### config.mk
export PLATFORM = sky130hd
export DESIGN_NAME = iir_cascada_flat
export DESIGN_NICKNAME = d
export VERILOG_FILES = /design/src/rtl/iir_cascada_pkg.sv /design/src/rtl/iir_cascada_if.sv /design/src/rtl/iir_cascada_mac.sv /design/src/rtl/iir_cascada.sv /design/src/flat_wrapper.sv
export SDC_FILE = /design/constraint.sdc
export NUM_CORES = 2
export LEC_CHECK = 0
export CAP_MARGIN = 20
export CORE_MARGIN = 2
export CORE_UTILIZATION = 55
export DETAILED_ROUTE_END_ITERATION = 7
export PLACE_DENSITY = 0.77
export SYNTH_ARGS = -nofsm -noshare
export SYNTH_HDL_FRONTEND = slang
export SYNTH_SLANG_ARGS = --single-unit
### constraint.sdc
create_clock -name sclk -period 13.36 [get_ports sclk]
set_clock_uncertainty 0.1 [all_clocks]
set_input_delay 3.34 -clock sclk [delete_from_list [all_inputs] [get_ports sclk]]
set_output_delay 3.34 -clock sclk [all_outputs]
set_load 0.005 [all_outputs]
### src/rtl/iir_cascada_pkg.sv
// Shared types, word widths and arithmetic helpers for the iir_cascada biquad cascade.
// Build option: IIR_CASCADA_SAT_EN selects clamping (with overflow flag) instead of wrapping.
package iir_cascada_pkg;

  localparam int P  = 8;
  localparam int F  = 14;
  localparam int W  = 1 + P + F;
  localparam int PC = 8;
  localparam int FC = 14;
  localparam int CW = 1 + PC + FC;

  typedef enum logic [1:0] {
    IDLE = 2'd0,
    MAC  = 2'd1,
    DONE = 2'd2
  } state_e;

  localparam int K_A1 = 0;
  localparam int K_A2 = 1;
  localparam int K_B0 = 2;
  localparam int K_B1 = 3;
  localparam int K_B2 = 4;

  function automatic int acc_width(input int w, input int pc);
    return w + pc + 3;
  endfunction

  localparam int ACC_W = acc_width(W, PC);

  typedef struct packed {
    logic signed [W-1:0] val;
    logic                ovf;
  } red_t;

  // Width reduction of an accumulator value back to a sample/state word.
  function automatic red_t reduce(input logic signed [ACC_W-1:0] a);
    red_t r;
`ifdef IIR_CASCADA_SAT_EN
    logic signed [ACC_W-1:0] sat_max;
    logic signed [ACC_W-1:0] sat_min;
    sat_max = {{(ACC_W-W+1){1'b0}}, {(W-1){1'b1}}};
    sat_min = {{(ACC_W-W+1){1'b1}}, {(W-1){1'b0}}};
    if (a > sat_max) begin
      r.val = sat_max[W-1:0];
      r.ovf = 1'b1;
    end else if (a < sat_min) begin
      r.val = sat_min[W-1:0];
      r.ovf = 1'b1;
    end else begin
      r.val = a[W-1:0];
      r.ovf = 1'b0;
    end
`else
    r.val = a[W-1:0];
    r.ovf = 1'b0;
`endif
    return r;
  endfunction

endpackage

### src/rtl/iir_cascada_if.sv
// Sample stream and coefficient-write bus of the iir_cascada filter.
interface iir_cascada_if #(
  parameter int W  = 23,
  parameter int CW = 23,
  parameter int AW = 4
) ();
  logic                 in_valid;
  logic                 in_ready;
  logic signed [W-1:0]  uk;
  logic                 coef_we;
  logic [AW-1:0]        coef_addr;
  logic signed [CW-1:0] coef_data;
  logic                 out_valid;
  logic signed [W-1:0]  yk;

  modport master (
    output in_valid, uk, coef_we, coef_addr, coef_data,
    input  in_ready, out_valid, yk
  );

  modport slave (
    input  in_valid, uk, coef_we, coef_addr, coef_data,
    output in_ready, out_valid, yk
  );
endinterface

### src/rtl/iir_cascada_mac.sv
// Shared multiplier-accumulator: product scaled by 2^-FC (floor), then loaded or accumulated.
module iir_mac #(
  parameter int W     = 23,
  parameter int CW    = 23,
  parameter int FC    = 14,
  parameter int ACC_W = 34
) (
  input  logic                    sclk,
  input  logic                    rst,
  input  logic                    en,
  input  logic                    load,
  input  logic signed [ACC_W-1:0] addend,
  input  logic signed [W-1:0]     a_in,
  input  logic signed [CW-1:0]    c_in,
  output logic signed [ACC_W-1:0] sum
);
  logic signed [W+CW-1:0]  prod_s;
  logic signed [ACC_W-1:0] prod_ext_s;
  logic signed [ACC_W-1:0] acc_d;
  logic signed [ACC_W-1:0] acc_q;

  // The scaled product always fits the accumulator, so the cast only drops sign copies.
  always_comb begin
    prod_s     = a_in * c_in;
    prod_ext_s = ACC_W'(prod_s >>> FC);
    if (load) begin
      acc_d = addend + prod_ext_s;
    end else begin
      acc_d = acc_q + prod_ext_s;
    end
    if (en) begin
      sum = acc_d;
    end else begin
      sum = acc_q;
    end
  end

  always_ff @(posedge sclk or negedge rst) begin
    if (!rst) begin
      acc_q <= '0;
    end else if (en) begin
      acc_q <= acc_d;
    end else begin
      acc_q <= acc_q;
    end
  end
endmodule

### src/rtl/iir_cascada.sv
// Cascade of N_SEC direct-form-II biquads sharing one MAC, five MAC cycles per section.
// Build option: IIR_CASCADA_SAT_EN (saturating reductions, sticky ovf); default wraps.
module iir_cascada
  import iir_cascada_pkg::*;
#(
  parameter int N_SEC = 2
) (
  input  logic            sclk,
  input  logic            rst,
  iir_cascada_if.slave    bus,
  input  logic            state_clr,
  output logic            ovf
);
  localparam int NCOEF = 5 * N_SEC;
  localparam int AW    = $clog2(NCOEF);
  localparam int SW    = (N_SEC > 1) ? $clog2(N_SEC) : 1;

  state_e                  state_q, state_d;
  logic [2:0]              step_q, step_d;
  logic [SW-1:0]           sec_q, sec_d;
  logic signed [W-1:0]     u_q, u_d;
  logic signed [W-1:0]     f_q, f_d;
  logic signed [W-1:0]     yk_q, yk_d;
  logic                    out_valid_q, out_valid_d;
  logic                    ovf_q, ovf_d;
  logic signed [CW-1:0]    coef_q [NCOEF];
  logic signed [CW-1:0]    coef_d [NCOEF];
  logic signed [W-1:0]     f1_q [N_SEC];
  logic signed [W-1:0]     f1_d [N_SEC];
  logic signed [W-1:0]     f2_q [N_SEC];
  logic signed [W-1:0]     f2_d [N_SEC];

  logic [AW-1:0]           base_s;
  logic                    mac_load_s;
  logic signed [W-1:0]     mac_a_s;
  logic signed [CW-1:0]    mac_c_s;
  logic signed [ACC_W-1:0] mac_add_s;
  logic signed [ACC_W-1:0] sum_s;
  red_t                    red_s;

  assign bus.in_ready  = (state_q == IDLE);
  assign bus.out_valid = out_valid_q;
  assign bus.yk        = yk_q;
  assign ovf           = ovf_q;

  // Operand selection for the shared MAC by section and step.
  always_comb begin
    base_s     = AW'(sec_q) * AW'(3'd5);
    mac_load_s = 1'b0;
    mac_a_s    = '0;
    mac_c_s    = '0;
    mac_add_s  = '0;
    case (step_q)
      3'd0: begin
        mac_load_s = 1'b1;
        mac_a_s    = f1_q[sec_q];
        mac_c_s    = coef_q[base_s + AW'(K_A1)];
        mac_add_s  = {{(ACC_W-W){u_q[W-1]}}, u_q};
      end
      3'd1: begin
        mac_a_s = f2_q[sec_q];
        mac_c_s = coef_q[base_s + AW'(K_A2)];
      end
      3'd2: begin
        mac_load_s = 1'b1;
        mac_a_s    = f_q;
        mac_c_s    = coef_q[base_s + AW'(K_B0)];
      end
      3'd3: begin
        mac_a_s = f1_q[sec_q];
        mac_c_s = coef_q[base_s + AW'(K_B1)];
      end
      3'd4: begin
        mac_a_s = f2_q[sec_q];
        mac_c_s = coef_q[base_s + AW'(K_B2)];
      end
      default: begin
        mac_load_s = 1'b1;
      end
    endcase
  end

  iir_mac #(.W(W), .CW(CW), .FC(FC), .ACC_W(ACC_W)) u_mac (
    .sclk   (sclk),
    .rst    (rst),
    .en     (state_q == MAC),
    .load   (mac_load_s),
    .addend (mac_add_s),
    .a_in   (mac_a_s),
    .c_in   (mac_c_s),
    .sum    (sum_s)
  );

  // Sequencer and next-state for all filter storage.
  always_comb begin
    state_d     = state_q;
    step_d      = step_q;
    sec_d       = sec_q;
    u_d         = u_q;
    f_d         = f_q;
    yk_d        = yk_q;
    out_valid_d = 1'b0;
    ovf_d       = ovf_q;
    coef_d      = coef_q;
    f1_d        = f1_q;
    f2_d        = f2_q;
    red_s       = reduce(sum_s);
    case (state_q)
      IDLE: begin
        if (bus.coef_we && (bus.coef_addr < AW'(NCOEF))) begin
          coef_d[bus.coef_addr] = bus.coef_data;
        end else begin
          coef_d = coef_q;
        end
        if (state_clr) begin
          for (int i = 0; i < N_SEC; i++) begin
            f1_d[i] = '0;
            f2_d[i] = '0;
          end
          ovf_d = 1'b0;
        end else begin
          ovf_d = ovf_q;
        end
        if (bus.in_valid) begin
          u_d     = bus.uk;
          step_d  = 3'd0;
          sec_d   = '0;
          state_d = MAC;
        end else begin
          state_d = IDLE;
        end
      end
      MAC: begin
        if (step_q == 3'd1) begin
          f_d   = red_s.val;
          ovf_d = ovf_q | red_s.ovf;
        end else begin
          f_d = f_q;
        end
        // Section output becomes the next section's input (or the cascade result).
        if (step_q == 3'd4) begin
          u_d          = red_s.val;
          ovf_d        = ovf_q | red_s.ovf;
          f2_d[sec_q]  = f1_q[sec_q];
          f1_d[sec_q]  = f_q;
          step_d       = 3'd0;
          if (sec_q == SW'(N_SEC - 1)) begin
            state_d = DONE;
          end else begin
            sec_d = sec_q + SW'(1'b1);
          end
        end else begin
          step_d = step_q + 3'd1;
        end
      end
      DONE: begin
        yk_d        = u_q;
        out_valid_d = 1'b1;
        state_d     = IDLE;
      end
      default: begin
        state_d = IDLE;
      end
    endcase
  end

  // State and data registers.
  always_ff @(posedge sclk or negedge rst) begin
    if (!rst) begin
      state_q     <= IDLE;
      step_q      <= 3'd0;
      sec_q       <= '0;
      u_q         <= '0;
      f_q         <= '0;
      yk_q        <= '0;
      out_valid_q <= 1'b0;
      ovf_q       <= 1'b0;
      for (int i = 0; i < NCOEF; i++) begin
        coef_q[i] <= '0;
      end
      for (int i = 0; i < N_SEC; i++) begin
        f1_q[i] <= '0;
        f2_q[i] <= '0;
      end
    end else begin
      state_q     <= state_d;
      step_q      <= step_d;
      sec_q       <= sec_d;
      u_q         <= u_d;
      f_q         <= f_d;
      yk_q        <= yk_d;
      out_valid_q <= out_valid_d;
      ovf_q       <= ovf_d;
      coef_q      <= coef_d;
      f1_q        <= f1_d;
      f2_q        <= f2_d;
    end
  end
endmodule

### src/flat_wrapper.sv
// flat-port wrapper written by rule: the top's interface ports become plain ports
module iir_cascada_flat import iir_cascada_pkg::*;
#(
  parameter int N_SEC = 2
)
  (sclk, rst, state_clr, ovf, bus_in_valid, bus_uk, bus_coef_we, bus_coef_addr, bus_coef_data, bus_in_ready, bus_out_valid, bus_yk);
  iir_cascada_if #(.W(W), .CW(CW), .AW((4))) bus_i ();
  input  logic sclk;
  input  logic rst;
  input  logic state_clr;
  output logic ovf;
  input wire logic [$bits(bus_i.in_valid)-1:0] bus_in_valid;
  input wire logic [$bits(bus_i.uk)-1:0] bus_uk;
  input wire logic [$bits(bus_i.coef_we)-1:0] bus_coef_we;
  input wire logic [$bits(bus_i.coef_addr)-1:0] bus_coef_addr;
  input wire logic [$bits(bus_i.coef_data)-1:0] bus_coef_data;
  output wire logic [$bits(bus_i.in_ready)-1:0] bus_in_ready;
  output wire logic [$bits(bus_i.out_valid)-1:0] bus_out_valid;
  output wire logic [$bits(bus_i.yk)-1:0] bus_yk;
  assign bus_i.in_valid = bus_in_valid;
  assign bus_i.uk = bus_uk;
  assign bus_i.coef_we = bus_coef_we;
  assign bus_i.coef_addr = bus_coef_addr;
  assign bus_i.coef_data = bus_coef_data;
  assign bus_in_ready = bus_i.in_ready;
  assign bus_out_valid = bus_i.out_valid;
  assign bus_yk = bus_i.yk;
  iir_cascada #(.N_SEC(N_SEC)) u_core (.sclk(sclk), .rst(rst), .bus(bus_i), .state_clr(state_clr), .ovf(ovf));
endmodule
Yosys cells after proc, flatten, opt, wreduce, memory -nomap -nowiden
Index checks and enable logic that the tools add are counted.
{"block": "word_totals", "regBits": 432, "inputBits": 55, "out_inout_bits": 26}
{"block": "op_classes", "n_addsub": 8, "mul": 2, "n_lt_le_gt_ge": 10, "n_eq_ne": 10, "mux": 52, "bitwise_logic": 7, "reduce_logical": 15}
{"op": "$bmux W23 S4", "count": 5}
{"op": "$mux W23", "count": 20}
{"op": "$bwmux W230", "count": 1}
{"op": "$pmux W46 S2", "count": 2}
{"op": "$mux W46", "count": 3}
{"op": "$pmux W23 S5", "count": 1}
{"op": "$bwmux W46", "count": 2}
{"op": "$demux W23 S4", "count": 1}
{"op": "$pmux W23 S3", "count": 1}
{"op": "$add A34 B32 Y34", "count": 2}
{"op": "$mux W34", "count": 2}
{"op": "$mul A23 B23 Y46", "count": 1}
{"op": "$pmux W23 S2", "count": 1}
{"op": "$ge A5 B5 Y1 const B", "count": 6}
{"op": "$not A4 Y5", "count": 6}
{"op": "$demux W23 S1", "count": 1}
{"op": "$add A4 B2 Y4 const B", "count": 2}
{"op": "$reduce_and A2 Y1", "count": 4}
{"op": "$eq A3 B2 Y1 const B", "count": 2}
{"op": "$mux W3", "count": 2}
{"op": "$pmux W3 S2", "count": 1}
{"op": "$reduce_and A3 Y1", "count": 2}
{"op": "$lt A5 B1 Y1 const B", "count": 1}
{"op": "$mux W1", "count": 5}
{"op": "24 further kinds", "count": 30}

Longest topological paths before layout
{"block": "depth", "depth_word": 12, "depth_mapped": 49, "mapped_depth_nobuf": 44}

By module
A second synthesis with hierarchy kept.
{"block": "hier_totals", "cells_unflattened": 3976, "area_unflattened_um2": 40621.5}
{"module": "iir_mac", "instances": 1, "cells_per_inst": 2419, "area_per_inst_um2": 22371.5, "seq_area_each_um2": 850.8}
{"module": "iir_cascada", "instances": 1, "cells_per_inst": 1557, "area_per_inst_um2": 18250.0, "seq_area_each_um2": 9959.6}

Worst setup path after synthesis
OpenSTA, ideal clock, no wires.
{"block": "synth_path", "kind": "reg-to-reg", "start": "reg u_core.sec_q", "end": "reg u_core.u_q[22]", "t_arrival_ps": 11017, "required_time_ps": 13177, "slack_ps": 2160, "path_stages_with_launch": 43, "path_buffers": 7, "cell_sequence": "dfrtp_1 buf_6 buf_2 buf_4 buf_4 buf_2 buf_1 mux2_2 a221oi_1 clkbuf_1 nor2_1 fa_1 inv_1 fa_1 fa_1 fa_1 inv_1 fa_1 (+7 left out) a21o_1 a21oi_1 o21ai_2 a221o_1 a31o_1 a21o_1 a2111o_1 and4_1 ha_1 and3_1 a21oi_1 o21ai_0 or4_1 a31oi_1 o21bai_1 xnor3_1 and2_1 o22ai_1"}
{"block": "synth_between", "elab_chain_len": 12}
{"element": "start: declaration", "line": "iir_cascada.sv:20", "rtl": "logic [SW-1:0] sec_q, sec_d;"}
{"element": "start signal: assignment", "line": "iir_cascada.sv:172", "rtl": "sec_q <= '0;"}
{"element": "start signal: assignment", "line": "iir_cascada.sv:188", "rtl": "sec_q <= sec_d;"}
{"element": "$mul A1 B3 Y4", "line": "iir_cascada.sv:48", "rtl": "base_s = AW'(sec_q) * AW'(3'd5);"}
{"element": "$add A4 B3 Y4, or another cell as far along", "line": "iir_cascada.sv:75", "rtl": "mac_c_s = coef_q[base_s + AW'(K_B2)];"}
{"element": "$not A4 Y5 (on tied branches)"}
{"element": "$bmux W23 S4 (on tied branches)"}
{"element": "$mux W23 (on tied branches) (2 in series)"}
{"element": "$pmux W23 S5", "line": "iir_cascada.sv:53", "rtl": "case (step_q)"}
{"element": "$mul A23 B23 Y46 (*)", "line": "iir_cascada_mac.sv:24", "rtl": "prod_s = a_in * c_in;"}
{"element": "$add A34 B32 Y34 (on tied branches)", "line": "iir_cascada_mac.sv:27, iir_cascada_mac.sv:29"}
{"element": "$mux W34 (*)", "line": "iir_cascada_mac.sv:26", "rtl": "if (load) begin"}
{"element": "$mux W23 (*)", "line": "iir_cascada.sv:141", "rtl": "if (step_q == 3'd4) begin"}
{"element": "$pmux W23 S2 (*)", "line": "iir_cascada.sv:108", "rtl": "case (state_q)"}
{"element": "end signal: assignment", "line": "iir_cascada.sv:189", "rtl": "u_q <= u_d;"}
{"element": "end: declaration", "line": "iir_cascada.sv:21", "rtl": "logic signed [W-1:0] u_q, u_d;"}
Mark *: on every way between the ends. The rest lies on a longest branch, timed or not. The select of a mux whose other input is x is not followed.
A chain may end at the register's enable or synchronous reset.

Worst setup path after layout
{"block": "layout_path", "start": "reg u_core.step_q[0]", "end": "reg u_core.u_q[22]"}
{"block": "layout_between", "elab_chain_len": 8}
{"element": "start: declaration", "line": "iir_cascada.sv:19", "rtl": "logic [2:0] step_q, step_d;"}
{"element": "start signal: assignment", "line": "iir_cascada.sv:187", "rtl": "step_q <= step_d;"}
{"element": "$eq A3 B3 Y1, or another cell as far along", "line": "iir_cascada.sv:53, iir_cascada.sv:141"}
{"element": "$reduce_or A2 Y1 (no line)"}
{"element": "$pmux W23 S3", "line": "iir_cascada.sv:53"}
{"element": "$mul A23 B23 Y46", "line": "iir_cascada_mac.sv:24"}
{"element": "$add A34 B32 Y34 (on tied branches)", "line": "iir_cascada_mac.sv:27, iir_cascada_mac.sv:29"}
{"element": "$mux W34", "line": "iir_cascada_mac.sv:26"}
{"element": "$mux W23", "line": "iir_cascada.sv:141"}
{"element": "$pmux W23 S2", "line": "iir_cascada.sv:108"}
Several ways; a longest one is shown, not always the timed one. The select of a mux whose other input is x is not followed.

==> impl_metrics.py <==
metrics = {
    "hold_path": {
        "hold_start": "u_core.u_mac.acc_q[15]",
        "timing.hold.worst_path_depth": 2,
        "hold_path_end": "u_core.u_mac.acc_q[15]",
        "hold_path_class": "flop to flop",
    },
    "cts": {
        "postCtsResizedCells": 0,
        "cts_sinks": 421,
        "clock_latency_ns": 0.61,
        "cts.clk_slew.worst_paths_ns": 0.06,
        "tritoncts_clock_tree": "yes",
        "post_cts_buffers": 0,
        "ctsLongestPathBuffers": 3,
        "cts-htree-levels": 2,
        "clk_root_buffer_cell": "clkbuf_16",
        "post_cts_hold_buffer_count": 0,
        "cts-buffers-inserted": 46,
    },
    "synth": {
        "synthCells": 3507,
        "synth.net_count": 4160,
        "async_reset_ff_frac": 1.00,
        "synth_top_flop_cell": "dfrtp_1",
        "synth_sequential_area_ratio": 0.292,
        "ys.warnings.count": 0,
        "ys_types": 70,
        "synth_edf_count": 0,
        "syn_avg_cell_area_um2": 10.3,
        "netlist_area_um2": 36100,
        "ys_seq_elements": 421,
    },
    "cells_and_area": {
        "layout-drive-gt1-share": 0.151,
        "number_of_inserted_filler_cells_in_the_final_layout": 5178,
        "design.final.nets": 4155,
        "antenna-diode-count": 0,
        "p_r_area_growth_vs_syn_pct": 9.66,
    },
    "route": {
        "detail_route.wirelength_um": 95600,
        "ant_nets": 0,
        "wl_met1_um": 40100,
        "first_pass_iters": 5,
        "met3_length_um": 8320,
        "met2WireLength_um": 44200,
        "top_layer": "met4",
        "vias": 25800,
        "post-route-drc-count": 0,
        "detail_route.iter0.violations": 2144,
        "route.detailed.wl_per_inst_um": 21.8,
        "viasPerCell": 5.87,
    },
    "worst_setup_path": {
        "cp-start-kind": "flop",
        "r2r-end": "u_core.u_q[22]",
        "worst-setup-path-type": "flop to flop",
        "critPathArrivalTime_ns": 12.47,
        "critical_path.reg2reg.startpoint": "u_core.step_q[0]",
        "timing.critical_path.to_type": "flop",
        "cp_peak_stage_delay_ns": 0.78,
        "crit_path_max_fanout": 15,
        "rrSetupSlack_ns": 1.28,
        "master_of_the_slowest_instance_on_the_critical_path": "nor2_1",
        "worst-endpoint-required_ns": 13.76,
        "worst-r2r-cell-count": 41,
        "cp_common_cell": "fa_1",
    },
    "placement": {
        "post-dp-hpwl_um": 71400,
        "finalWeightedCongestion": 0.963,
        "io_buffers": 79,
    },
    "grt": {
        "antenna_found_initial": 0,
        "grt_first_pass_wirelength_um": 155000,
        "gr-total-overflow": 0,
        "largest_net_degree_at_the_start_of_global_routing": 175,
        "grt_usage": 0.295,
        "number_of_global_route_vias_before_repair": 27200,
    },
    "floorplan": {
        "placement_rows": 93,
        "design.core.area_um2": 64600,
        "die_height_um": 260,
        "fp.dieArea_um2": 67600,
        "io_pins": 81,
        "initial_core_util": 0.558,
        "die_width_um": 260,
    },
    "timing": {
        "setup_viol": 0,
        "rsz0062_at_grt": "no",
        "slew_headroom": 0.210,
        "final_period_demand_of_the_worst_path_ns": 12.08,
        "max_freq_mhz": 82.8,
        "hold_viol": 0,
        "timing.final.max_slew_violations": 0,
        "fin_setup_tns_ns": 0,
        "worstMarginPinSlew_ns": 1.18,
        "layout_worst_path_cycle_share": 0.904,
    },
    "job": {
        "cap_viol_max_count": 0,
    },
    "run_status": {
        "status": "completed",
    },
}
[registers in the layout, summed over array words and instances, names as in the netlist]
name                  count
u_core.bus.out_valid      1
u_core.bus.yk            23
u_core.coef_q           230
u_core.f1_q              46
u_core.f2_q              46
u_core.f_q               23
u_core.sec_q              1
u_core.state_q            2
u_core.step_q             3
u_core.u_mac.acc_q       23
u_core.u_q               23
[worst max-delay path: cells and delay by family (launching register included)]
kind | cells | cell delay [ns]
AO/OA/AOI/OAI | 15 | 3.11
adder cells (fa/ha/maj) | 10 | 4.40
buffers and inverters | 7 | 0.77
XOR/XNOR | 1 | 0.34
AND/OR/NAND/NOR | 8 | 2.71
flip-flops | 1 | 0.52
[how the worst max path moves through the flow]
stage,start,endpoint,slack [ns],depth (start not counted)
2_1_floorplan,u_core.sec_q,u_core.u_q[22],2.16,42
3_3_place_gp,u_core.step_q[0],u_core.u_q[22],1.62,41
3_5_place_dp,u_core.step_q[0],u_core.u_q[22],1.35,41
4_1_cts,u_core.step_q[0],u_core.u_q[22],1.33,41
5_1_grt,u_core.step_q[0],u_core.u_q[22],0.72,41
6_report,u_core.step_q[0],u_core.u_q[22],1.28,41
[cells by family after synthesis]
logic type / Yosys count / share of synthesized area
XOR/XNOR: 72 / 0.0179
adder cells (fa/ha/maj): 598 / 0.303
AO/OA/AOI/OAI: 451 / 0.0910
multiplexers: 389 / 0.120
other: 1 / 0.000104
flip-flops: 421 / 0.292
buffers and inverters: 784 / 0.0831
AND/OR/NAND/NOR: 791 / 0.0923
[cells in the final DEF, fill, tap and decap left out, types with 5 or more instances in the layout]
cell / n
xnor2_1: 52
a21oi_1: 74
mux2_2: 329
and3_1: 9
ha_1: 137
xor2_1: 19
o21bai_1: 11
a31oi_1: 16
o221a_2: 5
clkbuf_16: 47
nor2b_1: 19
o221ai_1: 15
a221o_1: 5
clkinv_2: 9
a221oi_1: 43
a21o_1: 40
fa_1: 460
nand3_1: 14
o31a_1: 5
o21ai_0: 83
buf_4: 71
nand2b_1: 36
inv_1: 574
nand2_1: 357
a221oi_2: 6
a22o_1: 98
o221ai_2: 9
dfrtp_1: 419
mux2i_1: 57
bufinv_16: 6
clkbuf_8: 7
clkbuf_1: 6
clkdlybuf4s50_1: 78
nor2_1: 287
and2_1: 37
[cells in the mapped netlist (3+ instances only)]
library cell	number	area [um2]
o22ai_1	5	31.3
ha_1	138	1730
a221o_1	5	50.1
a21boi_0	4	30.0
buf_4	5	37.5
a22o_1	98	858
clkbuf_1	145	544
nand2_1	357	1340
a21o_1	40	300
o31a_1	5	43.8
o221ai_1	21	184
nor2b_1	22	138
inv_1	574	2150
nand4_1	3	18.8
nor2_1	289	1080
nor4_1	3	18.8
o21bai_1	11	82.6
buf_1	35	131
and3_1	9	56.3
a221oi_1	48	420
o221ai_2	3	45.0
mux2_2	329	3700
o221a_2	5	56.3
or2_2	3	18.8
clkinv_1	3	11.3
buf_2	21	105
mux2i_1	57	571
fa_1	460	9210
o31ai_1	8	60.1
o21a_1	3	22.5
xor2_1	19	166
nand3_1	14	70.1
nor3_1	4	20.0
a21oi_1	75	375
and2_1	37	231
xnor2_1	52	455
nor3b_1	3	22.5
nand2b_1	38	238
a31oi_1	16	100
o21ai_0	83	415
a222oi_1	3	30.0
dfrtp_1	421	10500
[metrics by stage]
step	worst slack, ns	hold slack [ns]	util	std cells	instance area (um2)
after CTS	1.33	0.378	0.611	4388	39500
after global routing	0.723	0.385	0.612	4392	39500
after floorplan	2.16	0.346	-	3507	36100
after detailed placement	1.35	0.363	0.586	4305	37800
after global placement	1.62	0.358	0.586	4305	37800
final	1.28	0.376	0.612	4392	39500
[area by class of cell]
cell class,instances,area [um2],share of cell area
clock buffers,60,1290,0.0327
well taps,855,1070,0.0271
flip-flops and latches,421,10500,0.267
clock inverters,23,333,0.00842
repair buffers,154,1420,0.0358
inverters,577,2170,0.0548
multi-input cells,2302,22700,0.575
[routing by layer]
metal | vias up | GRT usage
met4 | 0 | 0.0981
met1 | 13200 | 0.412
li1 | 11200 | -
met2 | 1139 | 0.462
met5 | - | 0
met3 | 174 | 0.0612
Power is not shown: default switching activity piles up to over one toggle a cycle in this logic, so the estimate is an artifact.
==> patch (same flow settings) <==
Make the reset (`rst`) synchronous in 2 clocked blocks.
--- a/src/rtl/iir_cascada_mac.sv
+++ b/src/rtl/iir_cascada_mac.sv
@@ -37,3 +37,3 @@
 
-  always_ff @(posedge sclk or negedge rst) begin
+  always_ff @(posedge sclk) begin
     if (!rst) begin
--- a/src/rtl/iir_cascada.sv
+++ b/src/rtl/iir_cascada.sv
@@ -167,3 +167,3 @@
   // State and data registers.
-  always_ff @(posedge sclk or negedge rst) begin
+  always_ff @(posedge sclk) begin
     if (!rst) begin
Check against the original RTL: differs if rst is asserted again (counterexample within 4 cycles, from zero or initial values and one cycle with rst low); with rst held inactive, the same outputs for 4 cycles.
==> patch against the unedited design <==
Wire length is 9.1% higher. Via count is 16% higher. Non-clock buffer count is 2 lower. Critical path depth is 1 higher. Design area is 1.6% lower. First-iteration DRC count is 35% higher. Synthesized area is 0.37% higher. Die area is 0.36% higher. Sequential cell count stayed put. Setup slack worse by 86 ps. Highest routed layer is now met5.
Power is left out: it rests on default switching activity, and per cell area and clock period it moved more than threefold.
==> patch: results <==
[outcome]
status = "finished, final reports clean"

[global_route]
grt_antenna_before_repair = 3
grt_pass1_wl_microns = 165400
grt_max_degree = 205
grt_util_met1_pct = 41.52
grt_pass1_vias = 29970
grt_util_met3_pct = 6.235

[layout]
drive_gt1_share_pct = 5.617
nFillCells = 5707
layout.nets = 4902

[yosys]
synth_common_cells = "nand2_1 (967), inv_1 (568), fa_1 (460), dfxtp_1 (421), a21boi_0 (384)"
syn_nets = 5006
yosysUniqueCellTypes = 71
synth-main-ff-cell = "dfxtp_1"
ys_async_sr_fraction_pct = 0

[drt]
drtIter0Drc = 2897
top_layer = "met5"
wl_met1_microns = 41640
route.met3.wl_microns = 10020
vias_per_cell = 5.808
wl_per_cell_microns = 20.30

[timing]
fin_ws_ps = 1199
tightestPinTransition_ps = 1173

[worst_setup_path]
arrival_ps = 12510
path_max_fanout = 52
reg2reg_from = "u_core.step_q[0]"

[place]
place_congestion = 0.9693
pre_cts_ws_ps = 1456

[min_path]
hold_start = "u_core.coef_q[57]"

[clocking]
numCtsBuffers = 42
## patch: cells by family (layout without fill, tap and decap cells)
kind of cell | after synthesis | in the layout | synth area share [%]
fa+ha+maj | 598 | 598 | 30.21
compound gates | 730 | 730 | 14.35
mux | 127 | 127 | 3.706
simple gates | 1540 | 1540 | 17.62
flops | 421 | 421 | 23.29
buf+inv | 870 | 790 | 9.164
xor+xnor | 66 | 66 | 1.656
other cells | 1 | 2 | 0.01036
## patch: metrics by stage
step | util, % | cells
floorplan | - | 4353
global placement | 57.38 | 5067
detailed placement | 57.38 | 5067
CTS | 59.36 | 5135
global route | 59.42 | 5138
finish | 59.42 | 5138
## patch: layout make-up
| class | instances | area (sq um) | share of cell area [%] |
|---|---|---|---|
| Timing Repair Buffer | 152 | 1376 | 3.536 |
| Antenna cell | 1 | 2.502 | 0.006429 |
| Inverter | 570 | 2140 | 5.497 |
| Sequential cell | 421 | 8433 | 21.67 |
| Tap cell | 864 | 1081 | 2.777 |
| Clock inverter | 8 | 108.9 | 0.2797 |
| Clock buffer | 60 | 1190 | 3.057 |
| Multi-Input combinational cell | 3062 | 24590 | 63.18 |
## patch: worst max-delay path: cells and delay by family, from the launching register on
family	cells	cell delay, ps
fa+ha+maj	10	3880
compound gates	16	3810
simple gates	7	2090
buf+inv	7	1280
flops	1	410
mux	1	210
xor+xnor	1	180
## patch: path summary, 6_finish.rpt
kind	to	cells after the start
hold reg to reg	u_core.coef_q[57]	2
hold / removal	u_core.coef_q[57]	2
setup reg to reg	u_core.u_q[22]	42
setup / recovery	u_core.u_q[22]	42
